`src/rtl/clk_div_multi.sv`:
```
// Multi-channel programmable clock divider: each channel toggles clk_out and pulses tick
// every div_a+1 enabled cycles, with pending divide values applied glitch-free at the wrap.
module clk_div_multi #(
  parameter int unsigned N_CH     = 2,
  parameter int unsigned CNT_W    = 27,
  parameter int unsigned DIV_INIT = 49999999
) (
  input  logic             clk_in,
  input  logic             reset,
  input  logic             en,
  input  logic             sync,
  input  logic             cfg_we,
  input  logic [2:0]       cfg_ch,
  input  logic [CNT_W-1:0] cfg_div,
  output logic [N_CH-1:0]  clk_out,
  output logic [N_CH-1:0]  tick
);

  logic [N_CH-1:0][CNT_W-1:0] r_div_a;
  logic [N_CH-1:0][CNT_W-1:0] r_div_p;
  logic [N_CH-1:0][CNT_W-1:0] r_cnt;
  logic [N_CH-1:0]            r_clk;
  logic [N_CH-1:0]            r_tick;

  logic [N_CH-1:0][CNT_W-1:0] w_div_a;
  logic [N_CH-1:0][CNT_W-1:0] w_div_p;
  logic [N_CH-1:0][CNT_W-1:0] w_cnt;
  logic [N_CH-1:0]            w_clk;
  logic [N_CH-1:0]            w_tick;
  logic [N_CH-1:0]            w_wr;

  always_comb begin
    w_div_a = r_div_a;
    w_div_p = r_div_p;
    w_cnt   = r_cnt;
    w_clk   = r_clk;
    w_tick  = '0;
    w_wr    = '0;
    for (int i = 0; i < N_CH; i++) begin
      w_wr[i] = cfg_we && (cfg_ch == 3'(i));
      if (w_wr[i]) begin
        w_div_p[i] = cfg_div;
      end
      if (sync) begin
        // A write in the same cycle as sync lands in div_a directly.
        w_cnt[i]   = '0;
        w_clk[i]   = 1'b0;
        w_div_a[i] = w_div_p[i];
      end else if (r_div_a[i] == '0) begin
        w_cnt[i] = '0;
        w_clk[i] = 1'b0;
        if (en) begin
          w_div_a[i] = r_div_p[i];
        end
      end else if (en) begin
        if (r_cnt[i] == r_div_a[i]) begin
          w_cnt[i]   = '0;
          w_tick[i]  = 1'b1;
          w_div_a[i] = r_div_p[i];
          // Disabling at a wrap parks the output low instead of toggling.
          w_clk[i]   = (r_div_p[i] == '0) ? 1'b0 : ~r_clk[i];
        end else begin
          w_cnt[i] = r_cnt[i] + CNT_W'(1);
        end
      end
    end
  end

  always_ff @(posedge clk_in or negedge reset) begin
    if (!reset) begin
      r_div_a <= {N_CH{CNT_W'(DIV_INIT)}};
      r_div_p <= {N_CH{CNT_W'(DIV_INIT)}};
      r_cnt   <= '0;
      r_clk   <= '0;
      r_tick  <= '0;
    end else begin
      r_div_a <= w_div_a;
      r_div_p <= w_div_p;
      r_cnt   <= w_cnt;
      r_clk   <= w_clk;
      r_tick  <= w_tick;
    end
  end

  assign clk_out = r_clk;
  assign tick    = r_tick;

endmodule

```
`config.mk`:
```
export PLATFORM = sky130hd
export DESIGN_NAME = clk_div_multi
export DESIGN_NICKNAME = d
export VERILOG_FILES = /design/src/rtl/clk_div_multi.sv
export SDC_FILE = /design/constraint.sdc
export NUM_CORES = 1
export LEC_CHECK = 0
export CELL_PAD_IN_SITES_DETAIL_PLACEMENT = 1
export CELL_PAD_IN_SITES_GLOBAL_PLACEMENT = 1
export CORE_MARGIN = 4
export CORE_UTILIZATION = 49
export CTS_CLUSTER_DIAMETER = 40
export DETAILED_ROUTE_END_ITERATION = 7
export HOLD_SLACK_MARGIN = 0.05
export PLACE_DENSITY_LB_ADDON = 0.1
export SYNTH_ARGS = -nofsm -noshare
export SYNTH_HDL_FRONTEND = slang
export SYNTH_SLANG_ARGS = --single-unit
```
`constraint.sdc`:
```
create_clock -name clk_in -period 2.2 [get_ports clk_in]
set_input_delay 0.44 -clock clk_in [delete_from_list [all_inputs] [get_ports clk_in]]
set_output_delay 0.44 -clock clk_in [all_outputs]
set_load 0.1 [all_outputs]
```
==> run metrics <==
status finished, violations left; violated checks setup timing; final instance area 10600 sq um; routed via count 6314; WS Path Type reg2reg; core footprint 17300 sq um; Seq cells post-synth 166; async set-reset flop share out of synthesis 1.00; slew margin rel. 0.366; most common cell after layout, fill and taps aside mux2i_1; clk slew on worst S/H paths 0.07 ns; hold path start sync; Die Y 141 microns; period utilisation layout 1.05; largest net degree at the start of global routing 58; peak supply drop 0.000681 V; total CTS buffers 17; Synth Net Count 816; Mapped Area 8660 sq um; DR vias/cell 5.78; ANT cells 0; ys flop type dfrtp_1; initial antenna violation count 0; CTS tree built; EDFF count, synth 0; Non-Filler Instances 1092; Max-cap violations 0; Initial Util 0.501; Final Hold Fails 0; critical-path cell list xnor2_2, nand4_1, nor4_4, nand3_2, and3b_2, clkbuf_16, mux2i_2; chip width 141 microns; # IOs 39; post-route ant nets 0; WHS 0.385 ns; CTS max path bufs 2; Final Max Slew Viols 0; Yosys top cell by area dfrtp_1; CP startpoint r_div_a[25]$_DFFE_PN1P_; combinational share of power 0.198; Switch Pwr 2.86 mW; Cell variety after synth 48; clock skew 0.00929 ns; routed len/inst 22.9 microns; Crit path arrival time 2.66 ns; Synth Area per Inst 11.1 sq um; drt first pass iters 5; P&R area growth vs syn 22.4%; GR Util All Layers 0.250; CTS Root Cell clkbuf_16; fin nets 891; Cell Int Power 6.76 mW; Seq/Total Area, Yosys 0.490; fill count 1821; Placed Area 9510 sq um; top cell type's share of synthesized area 0.271; synth warn 0; placed cell count 1044; Max FO, Critical Path 7; FP Rows 48; startpoint types flip-flop; most frequent cells in the layout mux2i_1 (103), dfrtp_1 (91), dfstp_2 (72); register share of total power 0.466; Synth Instances 779; fmax 434 MHz; Critical Path Sink Type flip-flop; vias in the first global route 6778; count of clock tree sinks 166; Area contributors post-synth dfrtp_1 (27%), dfstp_2 (22%), mux2i_1 (12%); layout cells sized above 1 0.314; first-pass GRT wire length 38400 microns; Worst Tran Pin Value 0.952 ns; CP peak stage delay 0.60 ns; clock insertion delay at the later pin of the skew report 0.44 ns; residual DRC count 0; DIE AREA 19900 sq um; Final min period 2.30 ns; Worst Hold Class in2reg; DP Wirelength 16700 microns; RSZ-0062 raised after global routing yes; GR Overflow Total 0; Detailed Route Iter0 Violations 386; clock group share of total power 0.336; GP Congestion 0.902; Critical Path RT 2.55 ns; FF-to-FF path depth 7; H-Tree Depth 4; Sw Share 0.297; Critical-path top delay cell dfstp_2; Total Routed Length 25000 microns; Final setup viols 52; reg2reg start r_div_a[25]$_DFFE_PN1P_; number of cells on the worst hold path 3; port bufs 38; Pwr Density 907 nW/um^2; final setup margin -0.103 ns; P_leak 4.44 nW
[final timing paths]
path | slack [ns] | end
max | -0.10 | r_div_a[12]$_DFFE_PN1P_
min | 0.39 | clk_out[1]$_DFFE_PN0P_
max reg2reg | -0.10 | r_div_a[12]$_DFFE_PN1P_
min reg2reg | 0.51 | r_div_a[21]$_DFFE_PN1P_
max in group asynchronous | 0.93 | r_div_p[52]$_DFF_PN1_
min in group asynchronous | 0.56 | r_cnt[24]$_DFFE_PN0P_
[sequential cells by signal (all words and copies together) (netlist names)]
name and cells:
clk_out 2, r_cnt 54, r_div_a 54, r_div_p 54
tick 2
[through the flow]
stage / total power, mW / setup TNS (ns) / util / setup WS, ns
2_1_floorplan: 5.39 / 0 / - / 0.167
3_3_place_gp: 6.00 / -1.58 / 0.550 / -0.0811
3_5_place_dp: 6.15 / -4.99 / 0.550 / -0.195
4_1_cts: 9.53 / 0 / 0.594 / 0.00678
5_1_grt: 10.1 / -5.73 / 0.613 / -0.153
6_report: 9.62 / -2.81 / 0.613 / -0.103
[metal layers]
| layer | track usage | part of all wire |
|---|---|---|
| met1 | 0.346 | 0.46 |
| met2 | 0.413 | 0.49 |
| met3 | 0.0488 | 0.038 |
| met4 | 0.0520 | 0.016 |
| met5 | 0 | 0 |
[power by group through the flow]
| stage | sequential [mW] | combinational [mW] | clock (mW) |
|---|---|---|---|
| 2_1_floorplan | 4.23 | 1.16 | 0 |
| 3_3_place_gp | 4.39 | 1.61 | 0 |
| 3_5_place_dp | 4.44 | 1.71 | 0 |
| 4_1_cts | 4.45 | 1.79 | 3.29 |
| 5_1_grt | 4.56 | 2.07 | 3.44 |
| 6_report | 4.48 | 1.90 | 3.23 |
[synth_stat cells, types with 22 or more instances]
cell type  instances
mux2i_1          108
dfrtp_1           94
xnor2_1           74
dfstp_2           72
inv_1             56
nor2_1            56
mux2_2            54
nand4_1           39
nand2_1           30
nand3_1           27
nor4_1            27
nor3_1            26
xor2_1            22
[logic make-up (layout without fill, tap and decap cells)]
| kind of cell | Yosys count | count (layout) | share of synthesized area |
|---|---|---|---|
| AO/OA/AOI/OAI | 24 | 24 | 0.0182 |
| XOR/XNOR | 97 | 97 | 0.0989 |
| adder cells (fa/ha/maj) | 2 | 2 | 0.00289 |
| buffers and inverters | 90 | 178 | 0.0507 |
| flip-flops | 166 | 166 | 0.490 |
| multiplexers | 162 | 162 | 0.195 |
| AND/OR/NAND/NOR | 238 | 238 | 0.145 |
[cell type report]
| cell class | count | area [sq um] | share of cell area |
|---|---|---|---|
| clock buffers | 20 | 457 | 0.0431 |
| clock inverters | 12 | 176 | 0.0166 |
| inverters | 56 | 210 | 0.0198 |
| multi-input cells | 523 | 4290 | 0.404 |
| flip-flops and latches | 166 | 4250 | 0.401 |
| well taps | 225 | 282 | 0.0265 |
| repair buffers | 90 | 943 | 0.0890 |
[critical path, delay by kind of cell, from the launching register on]
kind / cells / cell delay, ns
xor gates and xnor gates: 1 / 0.14
DFF: 1 / 0.60
and+or+nand+nor: 4 / 1.10
buffers and inverters: 1 / 0.20
muxes: 1 / 0.17
[repair_timing]
item | in CTS | in global routing
cloned | 0 | 4
hold endpoints to repair | 30 | 0
setup buffers | 4 | 7
gates resized for setup | 17 | 35
hold buffers | 1 | 0
endpoints found under the setup margin | 56 | 84
pin swaps | 4 | 13
(Power assumes the default switching activity.)
